**src/rtl/bot_irq_ctrl.sv**
```systemverilog
// bot_irq_ctrl: interrupt controller for a KCPSM6 picoblaze.
// Three edge-detected external sources plus an internal periodic timer feed
// a pending register; a small FSM raises one interrupt at a time and waits
// for software to acknowledge and then write end-of-interrupt.
//
//   state     | meaning
//   ----------+----------------------------------------------------------
//   S_IDLE    | no interrupt outstanding; watching PEND & MASK
//   S_ASSERT  | interrupt high, waiting for interrupt_ack
//   S_SERVICE | handler running; new pending held off until EOI write
module bot_irq_ctrl #(
  parameter logic [7:0] BASE_ADDR = 8'h10,
  parameter int         PRESCALE  = 100000
) (
  input  logic       clk,
  input  logic       rst,
  input  logic [7:0] port_id,
  input  logic [7:0] out_port,
  input  logic       write_strobe,
  input  logic       read_strobe,
  output logic [7:0] in_port,
  input  logic [2:0] irq_src,
  output logic       interrupt,
  input  logic       interrupt_ack
);

  localparam int             PW      = (PRESCALE > 1) ? $clog2(PRESCALE) : 1;
  localparam logic [PW-1:0]  PRE_MAX = PW'(PRESCALE - 1);

  localparam logic [7:0] A_PEND  = BASE_ADDR;
  localparam logic [7:0] A_MASK  = BASE_ADDR + 8'd1;
  localparam logic [7:0] A_CAUSE = BASE_ADDR + 8'd2;
  localparam logic [7:0] A_EOI   = BASE_ADDR + 8'd3;
  localparam logic [7:0] A_TPER  = BASE_ADDR + 8'd4;

  typedef enum logic [1:0] {
    S_IDLE    = 2'd0,
    S_ASSERT  = 2'd1,
    S_SERVICE = 2'd2
  } state_t;

  state_t          r_state;
  state_t          w_state_nxt;

  logic [2:0]      r_irq_d;
  logic [3:0]      r_pend;
  logic [3:0]      r_mask_en;
  logic            r_mask_gie;
  logic [1:0]      r_cause_id;
  logic [7:0]      r_tper;
  logic [PW-1:0]   r_pre;
  logic [7:0]      r_tick;
  logic [7:0]      r_in_port;

  logic            w_wr_pend;
  logic            w_wr_mask;
  logic            w_wr_eoi;
  logic            w_wr_tper;
  logic [2:0]      w_edge;
  logic            w_pre_wrap;
  logic [7:0]      w_tick_inc;
  logic            w_tmr_set;
  logic [3:0]      w_pend_set;
  logic [3:0]      w_pend_clr;
  logic [3:0]      w_qual;
  logic [1:0]      w_low_id;
  logic            w_latch;
  logic [3:0]      w_ack_clr;
  logic            w_unused;

  // Reads are side-effect free, so the strobe carries no information here.
  assign w_unused = read_strobe;

  assign w_wr_pend = write_strobe && (port_id == A_PEND);
  assign w_wr_mask = write_strobe && (port_id == A_MASK);
  assign w_wr_eoi  = write_strobe && (port_id == A_EOI);
  assign w_wr_tper = write_strobe && (port_id == A_TPER);

  assign w_edge     = irq_src & ~r_irq_d;
  assign w_pre_wrap = (r_pre == PRE_MAX);
  assign w_tick_inc = r_tick + 8'd1;
  // Compare against the incremented value so the set lands on the same
  // edge the tick counter would reach TPER (TPER*PRESCALE cycles exactly).
  assign w_tmr_set  = (r_tper != 8'd0) && w_pre_wrap && (w_tick_inc == r_tper);
  assign w_pend_set = {w_tmr_set, w_edge};
  assign w_pend_clr = (w_wr_pend ? out_port[3:0] : 4'd0) | w_ack_clr;
  assign w_qual     = r_pend & r_mask_en;

  assign interrupt  = (r_state == S_ASSERT);
  assign in_port    = r_in_port;

  // Lowest-index qualifying source wins.
  always_comb begin
    w_low_id = 2'd0;
    if (w_qual[0])      w_low_id = 2'd0;
    else if (w_qual[1]) w_low_id = 2'd1;
    else if (w_qual[2]) w_low_id = 2'd2;
    else if (w_qual[3]) w_low_id = 2'd3;
  end

  // FSM next-state and per-cycle control strobes.
  always_comb begin
    w_state_nxt = r_state;
    w_latch     = 1'b0;
    w_ack_clr   = 4'd0;
    case (r_state)
      S_IDLE: begin
        if (r_mask_gie && (w_qual != 4'd0)) begin
          w_latch     = 1'b1;
          w_state_nxt = S_ASSERT;
        end
      end
      S_ASSERT: begin
        if (!r_mask_gie) begin
          w_state_nxt = S_IDLE;
        end else if (interrupt_ack) begin
          w_ack_clr[r_cause_id] = 1'b1;
          w_state_nxt           = S_SERVICE;
        end
      end
      S_SERVICE: begin
        if (w_wr_eoi) w_state_nxt = S_IDLE;
      end
      default: w_state_nxt = S_IDLE;
    endcase
  end

  // FSM state register.
  always_ff @(posedge clk or posedge rst) begin
    if (rst) r_state <= S_IDLE;
    else     r_state <= w_state_nxt;
  end

  // Edge detect, pending bits (set beats clear), cause latch.
  always_ff @(posedge clk or posedge rst) begin
    if (rst) begin
      r_irq_d    <= 3'd0;
      r_pend     <= 4'd0;
      r_cause_id <= 2'd0;
    end else begin
      r_irq_d <= irq_src;
      r_pend  <= (r_pend & ~w_pend_clr) | w_pend_set;
      if (w_latch) r_cause_id <= w_low_id;
    end
  end

  // Software-writable configuration registers.
  always_ff @(posedge clk or posedge rst) begin
    if (rst) begin
      r_mask_en  <= 4'd0;
      r_mask_gie <= 1'b0;
      r_tper     <= 8'd0;
    end else begin
      if (w_wr_mask) begin
        r_mask_en  <= out_port[3:0];
        r_mask_gie <= out_port[7];
      end
      if (w_wr_tper) r_tper <= out_port;
    end
  end

  // Prescaler and tick counter; idle at zero while the timer is disabled.
  always_ff @(posedge clk or posedge rst) begin
    if (rst) begin
      r_pre  <= '0;
      r_tick <= 8'd0;
    end else if (w_wr_tper || (r_tper == 8'd0)) begin
      r_pre  <= '0;
      r_tick <= 8'd0;
    end else if (w_pre_wrap) begin
      r_pre  <= '0;
      r_tick <= w_tmr_set ? 8'd0 : w_tick_inc;
    end else begin
      r_pre  <= r_pre + PW'(1);
    end
  end

  // Registered read mux; zero outside the block so it can be OR-combined.
  always_ff @(posedge clk or posedge rst) begin
    if (rst) begin
      r_in_port <= 8'h00;
    end else begin
      case (port_id)
        A_PEND:  r_in_port <= {4'd0, r_pend};
        A_MASK:  r_in_port <= {r_mask_gie, 3'd0, r_mask_en};
        A_CAUSE: r_in_port <= {(r_state == S_SERVICE), 5'd0, r_cause_id};
        A_TPER:  r_in_port <= r_tper;
        default: r_in_port <= 8'h00;
      endcase
    end
  end

endmodule
```
**config.mk**
```make
export PLATFORM = sky130hd
export DESIGN_NAME = bot_irq_ctrl
export DESIGN_NICKNAME = d
export VERILOG_FILES = /design/src/rtl/bot_irq_ctrl.sv
export SDC_FILE = /design/constraint.sdc
export NUM_CORES = 1
export LEC_CHECK = 0
export ABC_AREA = 1
export BUFFER_PORTS_ARGS = -buffer_cell sky130_fd_sc_hd__clkbuf_2
export CAP_MARGIN = 20
export CORE_MARGIN = 3
export CORE_UTILIZATION = 35
export CTS_CLUSTER_SIZE = 24
export DETAILED_ROUTE_END_ITERATION = 10
export PLACE_DENSITY_LB_ADDON = 0.08
export SETUP_SLACK_MARGIN = 0.15
export SYNTH_ARGS = -nofsm -noshare
export SYNTH_HDL_FRONTEND = slang
export SYNTH_SLANG_ARGS = --single-unit
```
**constraint.sdc**
```tcl
create_clock -name clk -period 1.9 [get_ports clk]
set_input_delay 0 -clock clk [delete_from_list [all_inputs] [get_ports clk]]
set_output_delay 0 -clock clk [all_outputs]
set_load 0.005 [all_outputs]
```
==> results.py, run 1 <==
metrics = {
    "status": {
        "outcome": "finished, final reports clean",
    },
    "synth": {
        "yosys.area.top_type_share_pct": 47.4,
        "ys_seq_elements": 57,
        "synth_nets": 418,
        "synth_cells": 392,
        "ys_seq_area_share_pct": 47.4,
        "mappedNetlistArea_um2": 3010,
        "avgSynthCellArea_um2": 7.68,
        "synth_area_leaders": "dfrtp_1, nand2_1, inv_1",
        "synth.distinct_cells": 32,
        "yosys.area.top_type": "dfrtp_1",
        "yosysWarnings": 0,
    },
    "critical_path": {
        "cp_data_arrival_time_ps": 2000,
        "required_ps": 2130,
        "endpoint_kind": "register",
        "r2r-end": "r_tick[1]",
        "crit_path_start_kind": "register",
        "reg2reg_depth": 12,
        "r2r_setup_slack_ps": 140,
        "critPathKind": "reg -> reg",
        "cp_max_fo": 5,
        "rr_startpoint": "r_tick[0]",
        "cp-startpoint": "r_tick[0]",
        "endpoint": "r_tick[1]",
    },
    "cts": {
        "clk_pin_slew_ps": 70,
        "cts_made_buffers": 9,
        "clkLatencyLatePin_ps": 340,
        "root_buffer": "clkbuf_8",
        "tritoncts": "built",
        "clockBufferDepth": 2,
        "cts.sinks": 57,
        "htree_levels": 3,
    },
    "floorplan": {
        "fp.dieH_um": 98.7,
        "start_util_pct": 36.3,
        "die_area_um2": 9750,
        "num_rows": 33,
        "coreArea_um2": 8300,
        "dieWidth_um": 98.7,
        "io_pins": 33,
    },
    "timing": {
        "hold_viol_final": 0,
        "finalSetupViolCount": 0,
        "fmaxAchievable_mhz": 567,
        "skew_ps": 5.73,
        "fin_crit_sh_pct": 92.8,
        "setup_tns_ps": 0,
        "tightest_slew_ps": 591,
        "slew-limit-headroom_pct": 60.5,
        "rsz0062_at_grt": "true",
        "drv_slew": 0,
        "period_needed_ps": 1760,
        "worst_slack_ps": 137,
    },
    "detailed_routing": {
        "postRouteAntennaNets": 0,
        "via_count": 2673,
        "first_pass_iters": 5,
        "viasPerCell": 4.69,
        "routed_wl_um": 7180,
        "drt_iter0_drc": 102,
        "wl_per_cell_um": 12.6,
        "drc_errors": 0,
    },
    "finish": {
        "layout_common_cells": "nand2_1, dfrtp_1, inv_1, nor2_1, clkbuf_2",
        "fin_util_pct": 45.8,
        "fin_area_um2": 3800,
        "syn_to_final_growth_pct": 26.4,
        "nets": 486,
        "drive_above_1_share_pct": 21.3,
        "layout_commonest_cell": "nand2_1",
        "diodes": 0,
    },
    "min_path": {
        "min_path_type": "in -> reg",
        "min_from": "port_id[1]",
        "whs_path_depth": 4,
    },
    "place": {
        "globalplace.congestion": 0.858,
        "place_area_um2": 3320,
        "io_buffers": 31,
        "hpwlAfterDp_um": 5350,
        "post-place-ws_ps": 167,
    },
    "global_routing": {
        "grt_pass1_wl_um": 12200,
        "grt_pass1_vias": 2564,
        "antenna_found_initial": 0,
        "grt_usage_pct": 15.8,
        "overflow": 0,
        "grt_max_degree": 33,
    },
    "pwr": {
        "powerDensity_nw_per_um2": 803,
        "leakage_uw": 0.00185,
        "ir_worst_vdd_v": 0.000363,
    },
    "flow_run": {
        "max-cap-violations": 0,
    },
}
[flip-flops by register name, indices dropped and copies added, names as in the netlist]
signal	flops
r_irq_d	3
r_pend	4
r_tick	8
r_mask_gie	1
in_port	8
r_state	2
r_cause_id	2
r_tper	8
r_mask_en	4
r_pre	17
[Yosys cell counts (all sizes together)]
cell type,n
ha,2
o31ai,1
nand4,7
dfrtp,57
nand2,126
a21oi,9
or2,2
buf,2
nor3,12
o211ai,3
o21ai,22
inv,55
o221ai,1
a31oi,2
nor2,53
o2111ai,2
o22ai,1
xor2,4
nor3b,1
a32oi,2
nand3,26
mux2,1
o21bai,1
[timing repair]
| action | 4_1_cts | 5_1_grt |
|---|---|---|
| resized for setup | 0 | 14 |
| endpoints found under the setup margin | 1 | 10 |
| hold endpoints to repair | 47 | 0 |
| pin swaps | 1 | 11 |
| gates cloned | 0 | 1 |
| hold buffers | 14 | 0 |
| setup buffers | 0 | 8 |
[worst min-delay path by stage]
stage,end
floorplan,r_irq_d[0]
global placement,in_port[7]
detailed placement,r_pre[0]
CTS,r_state[1]
global route,in_port[5]
finish,r_state[1]
[cell families after synthesis]
group,count (synthesis),share of synthesized area (%)
AOI/OAI and AO/OA,44,8.48
xor gates and xnor gates,4,1.16
buffers and inverters,57,7.61
DFF,57,47.4
muxes,1,0.374
adders and majority gates,2,0.831
and+or+nand+nor,227,34.2
[per-stage QoR]
step	hold WS, ps	instances	power [uW]
after floorplan	31.4	392	1690
after global placement	96.9	531	1800
after detailed placement	93.2	531	1810
after CTS	28.4	561	3080
after global routing	60.1	570	3230
final	45.0	570	3050
[area by class of cell]
| cell class | count | area (um^2) |
|---|---|---|
| clock inverter | 4 | 50.0 |
| sequential | 57 | 1430 |
| timing repair buffer | 58 | 409 |
| inverter | 55 | 206 |
| multi-input combinational | 279 | 1420 |
| tap | 105 | 131 |
| fill | 835 | 4500 |
| clock buffer | 12 | 165 |
[layer usage]
metal | vias to the layer above | GRT usage [%] | wire (um)
li1 | 1394 | - | -
met1 | 1216 | 20.8 | 3480
met2 | 52 | 24.8 | 3360
met3 | 11 | 3.47 | 216
met4 | 0 | 7.56 | 125
met5 | - | 0 | 0
[report_power, final]
part	internal, uW	leakage (uW)	switching, uW
logic	177	0.00101	257
registers	1320	0.000728	80.7
clock network	710	0.000105	510
total	2210	0.00185	848
[critical path, cell delays in order (launching register included)]
cell and delay, ps:
dfrtp_1 410, ha_4 290, inv_2 30, nand2_1 40, nand2_1 40, nor2_1 90, nand2_1 70, nor2_1 130
nand3_2 90, nor2_4 180, nand3_4 140, nand2_2 90, nand2_1 50
(Power assumes the default switching activity.)
==> run 2, diff against run 1 <==
Clock period 1.9 ns to 1.7 ns, I/O delays scaled along.
==> run 2 against run 1 <==
Die area unchanged. Sequential share of layout area decreased by 0.79 points. Total power increased by 15%. Critical path depth decreased by 2. Design area increased by 2.1%. Largest cell class is now multi-input gates.
==> results.py, run 2 (synthesis gave the netlist of run 1 again) <==
metrics = {
    "timing": {
        "finalSetupViolCount": 0,
        "fmaxAchievable_mhz": 604,
        "skew_ps": 4.01,
        "period_needed_ps": 1660,
        "setup_tns_ps": 0,
        "rsz0062_at_grt": "true",
        "drv_slew": 0,
        "tightest_slew_ps": 505,
        "hold_viol_final": 0,
        "slew-limit-headroom_pct": 66.3,
        "fin_crit_sh_pct": 97.5,
    },
    "critical_path": {
        "slowest_stage": "dfrtp_1",
        "cp.depth": 10,
        "r2r_setup_slack_ps": 40,
        "crit_path_cell_trace": "ha_2 > nand2_4 > nor2_4 > nand3_2 > nor2_4 > nand3_1 > nor2_2 > nand3_4 > nand2_1 > nand2_1",
        "crit_path_start_kind": "register",
        "endpoint_kind": "register",
        "endpoint": "r_tick[5]",
        "critPathKind": "reg -> reg",
        "cp_max_fo": 9,
        "r2r-end": "r_tick[5]",
        "rr_startpoint": "r_pre[0]",
        "cp_data_arrival_time_ps": 1890,
        "path_buf_inv": 0,
        "max_stage_delay_ps": 350,
        "crit_family": "simple AND/OR/NAND/NOR gates",
        "cp-startpoint": "r_pre[0]",
        "reg2reg_depth": 10,
        "required_ps": 1940,
    },
    "global_routing": {
        "antenna_found_initial": 0,
        "grt_usage_pct": 15.5,
        "overflow": 0,
        "grt_pass1_vias": 2521,
        "grt_max_degree": 37,
        "grt_pass1_wl_um": 11900,
    },
    "cts": {
        "clockBufferDepth": 2,
        "cts.sinks": 57,
        "root_buffer": "clkbuf_8",
        "cts_made_buffers": 9,
        "clk_pin_slew_ps": 70,
        "htree_levels": 3,
        "clkLatencyLatePin_ps": 340,
        "tritoncts": "built",
    },
    "floorplan": {
        "die_area_um2": 9750,
        "io_pins": 33,
        "start_util_pct": 36.3,
        "coreArea_um2": 8300,
        "dieWidth_um": 98.7,
        "fp.dieH_um": 98.7,
        "num_rows": 33,
    },
    "finish": {
        "largest_register_ffs": 17,
        "fin_area_um2": 3880,
        "nets": 487,
        "drive_above_1_share_pct": 23.8,
        "top_register": "r_pre",
        "diodes": 0,
        "fillerInstances": 823,
        "fin_util_pct": 46.8,
        "layout_commonest_cell": "nand2_1",
        "layout_common_cells": "nand2_1, dfrtp_1, inv_1, nor2_1, clkbuf_2",
        "syn_to_final_growth_pct": 29.1,
    },
    "place": {
        "globalplace.congestion": 0.871,
        "place_area_um2": 3350,
        "hpwlAfterDp_um": 5340,
        "io_buffers": 31,
    },
    "detailed_routing": {
        "drc_errors": 0,
        "wl_per_cell_um": 12.7,
        "first_pass_iters": 4,
        "postRouteAntennaNets": 0,
        "routed_wl_um": 7250,
        "via_count": 2705,
        "viasPerCell": 4.74,
        "drt_iter0_drc": 82,
    },
    "pwr": {
        "power_uw": 3520,
        "ir_worst_vdd_v": 0.000354,
        "leakage_uw": 0.00193,
        "seqPwrFrac_pct": 44.9,
        "intPower_uw": 2500,
        "p_switching_uw": 1020,
        "powerDensity_nw_per_um2": 906,
        "pwr-share-comb_pct": 16.2,
        "switching_share_pct": 28.9,
        "power_frac_clock_pct": 38.8,
    },
    "min_path": {
        "min_path_type": "in -> reg",
        "min_from": "out_port[2]",
    },
    "status": {
        "outcome": "finished, final reports clean",
    },
    "flow_run": {
        "max-cap-violations": 0,
    },
}
==> run 2: cell count changes in the layout (fill, tap and decap cells not counted), moves of 3 or more <==
cell	delta
nor2_2	+3
o21ai_0	-3
nor2_1	-5
buf_6	+4
nand2_4	+4
nand2_2	-4
==> run 2: worst min path at each step <==
stage,slack [ps],cells after the start,end
floorplan,30,0,r_irq_d[0]
global placement,40,2,r_irq_d[2]
detailed placement,50,2,r_irq_d[2]
CTS,20,3,r_mask_en[2]
global route,50,3,r_tper[2]
finish,20,3,r_tper[2]
==> run 2: per-stage QoR <==
stage          cells  setup WS [ps]  hold WS [ps]
6_report         571           43.3          18.1
5_1_grt          571           -125          54.1
4_1_cts          565           31.7          15.8
3_5_place_dp     535           20.5          48.6
3_3_place_gp     535           51.0          40.5
2_1_floorplan    392            110          31.4
==> run 2: tightest hold or removal path: cells and delay by family <==
family	cells	cell delay, ps
AO/OA/AOI/OAI	1	110
buffers and inverters	2	200
==> run 2: timing repair <==
item	in CTS	in global routing
endpoints found under the setup margin	14	22
endpoints found under the hold margin	42	0
setup buffers	1	6
gates resized for setup	4	33
hold buffers	13	0
pin swaps	2	4
==> run 2: layer usage <==
metal	vias to the layer above	global-route usage, %	share of wire [%]
met2	35	24.7	47
met4	0	7.14	1.4
li1	1393	-	-
met3	8	3.18	2.8
met5	-	0	0
met1	1269	20.4	49
==> run 2: area by class of cell <==
cell class | instances | area, um^2 | share of cell area [%]
Clock buffer | 12 | 165 | 4.25
Multi-Input combinational cell | 278 | 1470 | 37.8
Sequential cell | 57 | 1430 | 36.7
Tap cell | 105 | 131 | 3.38
Inverter | 55 | 206 | 5.31
Clock inverter | 4 | 50.0 | 1.29
Timing Repair Buffer | 60 | 437 | 11.2
==> run 2: power by group through the flow <==
stage / combinational [uW] / clock (uW) / sequential [uW]
after floorplan: 327 / 0 / 1570
after global placement: 435 / 0 / 1590
after detailed placement: 443 / 0 / 1590
after CTS: 474 / 1410 / 1560
after global routing: 641 / 1460 / 1600
final: 572 / 1370 / 1580
